File: src/rtl/uart_frame_transmitter_pkg.sv
// Shared UART definitions: TX state encoding, line levels and parity selectors.
// The receiver checkers use the same constants.
package uart_frame_transmitter_pkg;

   typedef enum logic [2:0] {
      IDLE   = 3'd0,
      START  = 3'd1,
      DATA   = 3'd2,
      PARITY = 3'd3,
      STOP   = 3'd4
   } tx_state_e;

   localparam logic START_BIT  = 1'b0;
   localparam logic STOP_BIT   = 1'b1;
   localparam logic IDLE_LEVEL = 1'b1;

   localparam logic EVEN = 1'b0;
   localparam logic ODD  = 1'b1;

endpackage

File: src/rtl/uart_frame_transmitter_parity_bit_generator.sv
// Parity bit for a TX frame: XOR-reduce of the data, inverted for odd parity.
// TX counterpart of the receiver's parity_bit_checker.
module uart_frame_transmitter_parity_bit_generator #(
   parameter int DATA_WIDTH = 8
) (
   input  logic [DATA_WIDTH-1:0] data,
   input  logic                  parity_type,
   output logic                  parity_bit
);

   assign parity_bit = (^data) ^ parity_type;

endmodule

File: src/rtl/uart_frame_transmitter.sv
// UART frame transmitter: one-entry holding register feeding a start/data/parity/stop
// serializer, one clk per bit, registered line and busy outputs.
//
// state  | meaning
// IDLE   | line high; loads the holding register into the shifter when it is full
// START  | start bit (low) for one cycle
// DATA   | data bits LSB-first, bit_idx 0..DATA_WIDTH-1
// PARITY | parity bit captured at frame load
// STOP   | stop bit (high); chains straight into START when another byte is held
module uart_frame_transmitter
   import uart_frame_transmitter_pkg::*;
#(
   parameter int DATA_WIDTH = 8
) (
   input  logic                  clk,
   input  logic                  reset,
   input  logic                  parity_type,
   input  logic                  parity_enable,
   input  logic                  data_valid,
   input  logic [DATA_WIDTH-1:0] parallel_data,
   output logic                  data_ready,
   output logic                  serial_data,
   output logic                  busy
);

   localparam int IDX_W = $clog2(DATA_WIDTH);
   localparam logic [IDX_W-1:0] LAST_IDX = IDX_W'(DATA_WIDTH - 1);

   tx_state_e             state, state_next;
   logic                  hold_full, hold_full_next;
   logic [DATA_WIDTH-1:0] hold_data;
   logic [DATA_WIDTH-1:0] shift_data;
   logic [IDX_W-1:0]      bit_idx, bit_idx_next;
   logic                  par_en_q;
   logic                  par_bit_q;
   logic                  par_bit_new;
   logic                  accept;
   logic                  load;
   logic                  line_next;

   uart_frame_transmitter_parity_bit_generator #(
      .DATA_WIDTH (DATA_WIDTH)
   ) u_parity (
      .data        (hold_data),
      .parity_type (parity_type),
      .parity_bit  (par_bit_new)
   );

   // data_ready mirrors ~hold_full, so accept and load can never coincide
   assign accept = data_valid & data_ready;

   always_comb begin
      state_next   = state;
      bit_idx_next = bit_idx;
      load         = 1'b0;
      line_next    = IDLE_LEVEL;
      case (state)
         IDLE: begin
            line_next = IDLE_LEVEL;
            if (hold_full) begin
               load       = 1'b1;
               state_next = START;
            end
         end
         START: begin
            line_next    = START_BIT;
            bit_idx_next = '0;
            state_next   = DATA;
         end
         DATA: begin
            line_next = shift_data[bit_idx];
            if (bit_idx == LAST_IDX) begin
               state_next = par_en_q ? PARITY : STOP;
            end else begin
               bit_idx_next = bit_idx + 1'b1;
            end
         end
         PARITY: begin
            line_next  = par_bit_q;
            state_next = STOP;
         end
         STOP: begin
            line_next = STOP_BIT;
            if (hold_full) begin
               load       = 1'b1;
               state_next = START;
            end else begin
               state_next = IDLE;
            end
         end
         default: begin
            state_next = IDLE;
         end
      endcase

      hold_full_next = hold_full;
      if (accept) begin
         hold_full_next = 1'b1;
      end else if (load) begin
         hold_full_next = 1'b0;
      end
   end

   always_ff @(posedge clk) begin
      if (reset) begin
         state       <= IDLE;
         hold_full   <= 1'b0;
         hold_data   <= '0;
         shift_data  <= '0;
         bit_idx     <= '0;
         par_en_q    <= 1'b0;
         par_bit_q   <= 1'b0;
         data_ready  <= 1'b1;
         serial_data <= IDLE_LEVEL;
         busy        <= 1'b0;
      end else begin
         state       <= state_next;
         hold_full   <= hold_full_next;
         data_ready  <= ~hold_full_next;
         bit_idx     <= bit_idx_next;
         // outputs lag the state by one cycle so the line comes straight off a flop
         serial_data <= line_next;
         busy        <= (state != IDLE);
         if (accept) begin
            hold_data <= parallel_data;
         end
         if (load) begin
            shift_data <= hold_data;
            par_en_q   <= parity_enable;
            par_bit_q  <= par_bit_new;
         end
      end
   end

endmodule

File: config.mk
export PLATFORM = sky130hd
export DESIGN_NAME = uart_frame_transmitter
export DESIGN_NICKNAME = d
export VERILOG_FILES = /design/src/rtl/uart_frame_transmitter_pkg.sv /design/src/rtl/uart_frame_transmitter_parity_bit_generator.sv /design/src/rtl/uart_frame_transmitter.sv
export SDC_FILE = /design/constraint.sdc
export NUM_CORES = 1
export LEC_CHECK = 0
export BUFFER_PORTS_ARGS = -buffer_cell sky130_fd_sc_hd__buf_2
export CORE_MARGIN = 2
export CORE_UTILIZATION = 50
export DETAILED_ROUTE_END_ITERATION = 16
export PLACE_DENSITY = 0.73
export SYNTH_ARGS = -nofsm -noshare
export SYNTH_HDL_FRONTEND = slang
export SYNTH_SLANG_ARGS = --single-unit
File: constraint.sdc
create_clock -name clk -period 1.6 [get_ports clk]
set_input_delay 0.08 -clock clk [delete_from_list [all_inputs] [get_ports clk]]
set_output_delay 0.08 -clock clk [all_outputs]
set_load 0.02 [all_outputs]
; ---- Word level (Yosys, flattened, before mapping)
; Cells that the tools add are included.
[totals]
register_bits = 28
input_bits = 13
out_inout_bits = 3
elab_cells = 44
[classes]
add_sub_neg = 1
n_lt_le_gt_ge = 1
eq_ne = 8
mux = 14
bitwise = 3
n_reduce_logical = 7
[op_table]
columns = operator, count
row1 = one-hot mux 3 bit (5 select lines), 1
row2 = two-way mux 3 bit, 4
row3 = XOR reduction 8 bit, 1
row4 = equality test 3 x 2 -> 1 bit (second input constant), 2
row5 = equality test 3 bit (second input constant), 2
row6 = two-way mux 1 bit, 6
row7 = inequality test 2 bit (second input constant), 3
row8 = one-hot mux 3 bit (2 select lines), 1
row9 = < comparator 3 x 4 -> 1 bit (second input constant), 1
row10 = AND reduction 2 bit, 2
row11 = adder 3 x 1 -> 3 bit (second input constant), 1
row12 = binary-select mux 1 bit (select 3 bit), 1
row13 = equality test 3 x 1 -> 1 bit (second input constant), 1
row14 = logical NOT 3 bit, 1
row15 = one-hot mux 1 bit (3 select lines), 1
row16 = nonzero test 3 bit, 1
row17 = nonzero test 2 bit, 1
row18 = OR reduction 2 bit, 1
row19 = bitwise AND 1 bit, 1
row20 = inverter 1 bit, 1
row21 = bitwise XOR 1 bit, 1

; ---- Logic depth before layout (Yosys ltp)
[depth]
ltp_word = 6
mapped_depth = 6
ltp_nobuf = 6

; ---- Hierarchy
; From an unflattened synthesis, not the netlist that was laid out.
[hier_totals]
cells_unflattened = 135
area_unflattened_um2 = 1242.4
[modules_own_cells]
columns = module, instances, cells_per_inst, area_per_inst_um2, seq_area_each_um2
row1 = uart_frame_transmitter, 1, 128, 1159.9, 560.5
row2 = uart_frame_transmitter_parity_bit_generator, 1, 7, 82.6, 0.0

; ---- Worst setup path before layout
; Ideal clock, no wire load.
[synth_path]
path_kind = reg-to-reg
startpoint = register bit_idx[0]
endpoint = register bit_idx[0]
setup_time_ns = 0.128
arrival_time_ns = 1.524
required_ns = 1.472
slack_ns = -0.051
stages_incl_launch_ff = 7
n_path_buf = 0
synth_period_minus_slack_ns = 1.651
path_cell_list = dfxtp_1 -> ha_1 -> ha_1 -> or3b_4 -> a21oi_4 -> mux2i_1 -> nor2_1
[synth_via]
elab_chain_cells = 3
elab_cells_between_ends = 6
cone_classes = add/sub: 1 / eq/ne: 2 / mux: 2 / reduce/logical: 1
[synth_rtl]
columns = item, line
row1 = start: declaration, uart_frame_transmitter.sv:33  ; logic [IDX_W-1:0] bit_idx, bit_idx_next;
row2 = start signal: assignment, uart_frame_transmitter.sv:120  ; bit_idx <= bit_idx_next;
row3 = adder 3 x 1 -> 3 bit or equality test 3 bit (tied branches), "uart_frame_transmitter.sv:75, uart_frame_transmitter.sv:72"
row4 = two-way mux 3 bit or inequality test 2 bit (tied branches), --
row5 = one-hot mux 3 bit (2 select lines) or AND reduction 2 bit (tied branches), --
; Several ways; a longest one is shown, not always the timed one. The select of a mux whose other input is x is not followed.
; A chain may end at the register's enable or synchronous reset.

; ---- Worst setup path after layout
; Ends and elaborated chain as after synthesis.

==> impl_metrics.prom <==
# TYPE chip_impl_metric gauge
chip_impl_metric{name="whs",unit="ps"} 11.4
chip_impl_metric{name="netlist-cell-type-count",unit=""} 31
chip_impl_metric{name="setup_slack",unit="ps"} -1.28
chip_impl_metric{name="tritoncts.num_buffers",unit=""} 3
chip_impl_metric{name="fin_crit",unit="ps"} 1600
chip_impl_info{name="clk_root_buffer_cell",value="clkbuf_4"} 1
chip_impl_metric{name="cts_max_path_buffers",unit=""} 2
chip_impl_metric{name="grt_residual_overflow",unit=""} 0
chip_impl_info{name="grt_setup_unrepaired",value="yes"} 1
chip_impl_metric{name="hold_violations_final",unit=""} 0
chip_impl_metric{name="timing.final.crit_share",unit=""} 1.00
chip_impl_metric{name="fin_setup_tns",unit="ps"} -1.28
chip_impl_metric{name="io_buffers",unit=""} 15
chip_impl_metric{name="number_of_optimization_iterations_in_the_first_detailed_route_pass",unit=""} 4
chip_impl_metric{name="wl",unit="mm"} 2.50
chip_impl_metric{name="cp_data_required_time",unit="ps"} 1800
chip_impl_metric{name="max-slew-margin-rel",unit=""} 0.697
chip_impl_metric{name="antenna_found_initial",unit=""} 0
chip_impl_metric{name="synth-seq-area-share",unit=""} 0.445
chip_impl_metric{name="setup-violations-final",unit=""} 1
chip_impl_metric{name="tightest_slew",unit="ps"} 455
chip_impl_info{name="run_status",value="complete, but fails checks"} 1
chip_impl_info{name="failed_checks",value="negative setup slack"} 1
chip_impl_metric{name="start_util",unit=""} 0.518
chip_impl_metric{name="ir_drop",unit="V"} 0.000647
chip_impl_metric{name="power_per_cell_area",unit="mW/mm^2"} 879
chip_impl_info{name="hold_path_class",value="in -> reg"} 1
chip_impl_metric{name="cap_viol_max_count",unit=""} 0
chip_impl_metric{name="seqCellArea",unit="sq um"} 564
chip_impl_metric{name="syn2layout_area_growth",unit="%"} 17.8
chip_impl_info{name="critical_path_class",value="reg -> reg"} 1
chip_impl_metric{name="worst-endpoint-arrival",unit="ps"} 1800
chip_impl_info{name="layout.cells.most_common",value="nand2_1"} 1
chip_impl_metric{name="syn-instance-count",unit=""} 146
chip_impl_metric{name="clk_pin_slew",unit="ps"} 130
chip_impl_metric{name="fin_worst_skew",unit="ps"} 5.49
chip_impl_metric{name="routedWlPerCell",unit="um"} 12.7
chip_impl_metric{name="grt_max_degree",unit=""} 27
chip_impl_metric{name="globalRouteTotalUtil",unit=""} 0.196
chip_impl_metric{name="cts_sinks",unit=""} 28
chip_impl_metric{name="design.final.nets",unit=""} 184
chip_impl_info{name="timing.critical_path.to_type",value="flip-flop"} 1
chip_impl_metric{name="maxSlewViolCount",unit=""} 0
chip_impl_metric{name="die_width",unit="um"} 54.2
chip_impl_metric{name="clk-insertion-delay-late",unit="ps"} 310
chip_impl_metric{name="ys_ff_latch",unit=""} 28
chip_impl_metric{name="yosysWarningCount",unit=""} 0
chip_impl_metric{name="vias_per_cell",unit=""} 5.31
chip_impl_metric{name="placementRows",unit=""} 18
chip_impl_info{name="crit_path_start_kind",value="flip-flop"} 1
chip_impl_metric{name="achievable-frequency",unit="GHz"} 0.625
chip_impl_metric{name="design.die.area",unit="sq mm"} 0.00294
chip_impl_metric{name="multiInputGateArea",unit="sq um"} 664
chip_impl_info{name="tritoncts",value="done"} 1
chip_impl_metric{name="dr_total_vias",unit=""} 1046
chip_impl_metric{name="drc",unit=""} 0
chip_impl_metric{name="first_iter_violations",unit=""} 7
chip_impl_metric{name="sum_of_net_half_perimeters_after_detailed_placement",unit="mm"} 1.70
chip_impl_metric{name="core_area",unit="sq mm"} 0.00243
chip_impl_metric{name="diodes",unit=""} 0
chip_impl_metric{name="grt_pass1_vias",unit=""} 989
chip_impl_metric{name="power.static_leakage",unit="nW"} 0.553
chip_impl_metric{name="post_route_cells_drive_above_1_share",unit=""} 0.216
chip_impl_metric{name="crit_fanout",unit=""} 5
chip_impl_metric{name="post_synth_instance_area",unit="sq mm"} 0.00126
chip_impl_metric{name="synth.net_count",unit=""} 161
chip_impl_metric{name="global_route_wire_length_before_repair",unit="mm"} 4.15
chip_impl_metric{name="die-height",unit="um"} 54.2
chip_impl_metric{name="cts_max_level",unit=""} 1
chip_impl_metric{name="final.fill_count",unit=""} 206
chip_impl_metric{name="totalPowerFinal",unit="W"} 0.00130
chip_impl_info{name="layout.cells.most_common_list",value="nand2_1 (28), dfxtp_1 (25), a21oi_1 (24)"} 1
chip_impl_metric{name="globalplace.congestion",unit=""} 0.779
chip_impl_metric{name="antenna_left",unit=""} 0
chip_impl_metric{name="ios",unit=""} 16
chip_impl_metric{name="synth.avg_cell_area",unit="sq um"} 8.63
==> flip-flops by register name (all words and copies together) (netlist names) <==
signal       cells
bit_idx          3
busy             1
data_ready       1
hold_data        8
hold_full        1
par_bit_q        1
par_en_q         1
serial_data      1
shift_data       8
state            3
==> timing repair <==
action                     in CTS  in global routing
setup endpoints to repair       3                  4
pin swaps                       4                  5
hold endpoints to repair        6                  0
hold buffers                    6                  0
resized for setup               3                  1
setup buffers                   1                  0
gates cloned                    0                  0
==> area by class of cell <==
| type | instances | area share |
|---|---|---|
| timing repair buffer | 27 | 0.121 |
| inverter | 4 | 0.0101 |
| tap | 30 | 0.0253 |
| multi-input combinational | 105 | 0.448 |
| clock buffer | 3 | 0.0152 |
| sequential | 28 | 0.380 |
==> worst paths after layout <==
check                        startpoint                         end  cells after the start  slack, ps
max             bit_idx[0]$_SDFFE_PP0P_     bit_idx[0]$_SDFFE_PP0P_                      6         -1
min reg2reg  shift_data[4]$_SDFFE_PP0P_  shift_data[4]$_SDFFE_PP0P_                      2        460
max reg2reg     bit_idx[0]$_SDFFE_PP0P_     bit_idx[0]$_SDFFE_PP0P_                      6         -1
min                    parallel_data[3]   hold_data[3]$_SDFFE_PP0P_                      3         10
==> stage by stage <==
step | std cells | instance area, sq um | utilization | worst slack [ps]
5_1_grt | 197 | 1480 | 0.610 | -84.8
3_5_place_dp | 187 | 1370 | 0.563 | -24.0
6_report | 197 | 1480 | 0.610 | -1.28
3_3_place_gp | 187 | 1370 | 0.563 | 30.4
4_1_cts | 197 | 1480 | 0.610 | -40.4
2_1_floorplan | 146 | 1260 | - | 14.0
==> cells in the mapped netlist (all sizes together) <==
cell type   n  share of area
o211ai      2          0.016
nand3b      3          0.018
nor2        6          0.020
mux2i       3          0.024
xnor3       1          0.018
nand4       3          0.015
a2111oi     1          0.012
and3        1         0.0050
xnor2       3          0.021
a21boi      1         0.0060
buf         5          0.024
or3b        2          0.018
clkbuf      4          0.012
a21oi      25           0.11
inv         4          0.012
nand3       9          0.036
o21ai       4          0.016
dfxtp      28           0.44
mux4        1          0.018
xor2        2          0.014
nand2b      5          0.025
ha          2          0.020
a31oi       1         0.0050
nor4        1         0.0050
nand2      28          0.083
o21bai      1         0.0060
==> worst max-delay path: stages, from the launching register on <==
cell	delay (ps)
dfxtp_2	360
ha_4	160
ha_4	150
or3b_4	380
a21oi_4	190
mux2i_1	200
nor2_1	50
==> power by group <==
group	total (W)	leakage [nW]	internal [W]	switching (W)
Sequential	0.000777	0.230	0.000739	0.0000381
Clock	0.000271	0.0138	0.0000881	0.000183
Combinational	0.000257	0.309	0.000120	0.000137
==> cell families (layout without fill, tap and decap cells) <==
logic type / count (synthesis) / count (layout) / synth area share
xor gates and xnor gates: 6 / 6 / 0.0526
AOI/OAI and AO/OA: 35 / 35 / 0.169
buffers and inverters: 13 / 34 / 0.0477
DFF: 28 / 28 / 0.445
muxes: 4 / 4 / 0.0417
adders and majority gates: 2 / 2 / 0.0199
and+or+nand+nor: 58 / 58 / 0.224
==> per-layer routing <==
| layer | vias to the layer above | wire, um | global-route usage |
|---|---|---|---|
| li1 | 542 | - | - |
| met1 | 482 | 1150 | 0.227 |
| met2 | 20 | 1250 | 0.351 |
| met3 | 2 | 73 | 0.0361 |
| met4 | 0 | 19 | 0.0792 |
| met5 | - | 0 | 0 |
No activity file was read; power rests on OpenSTA's default activity.
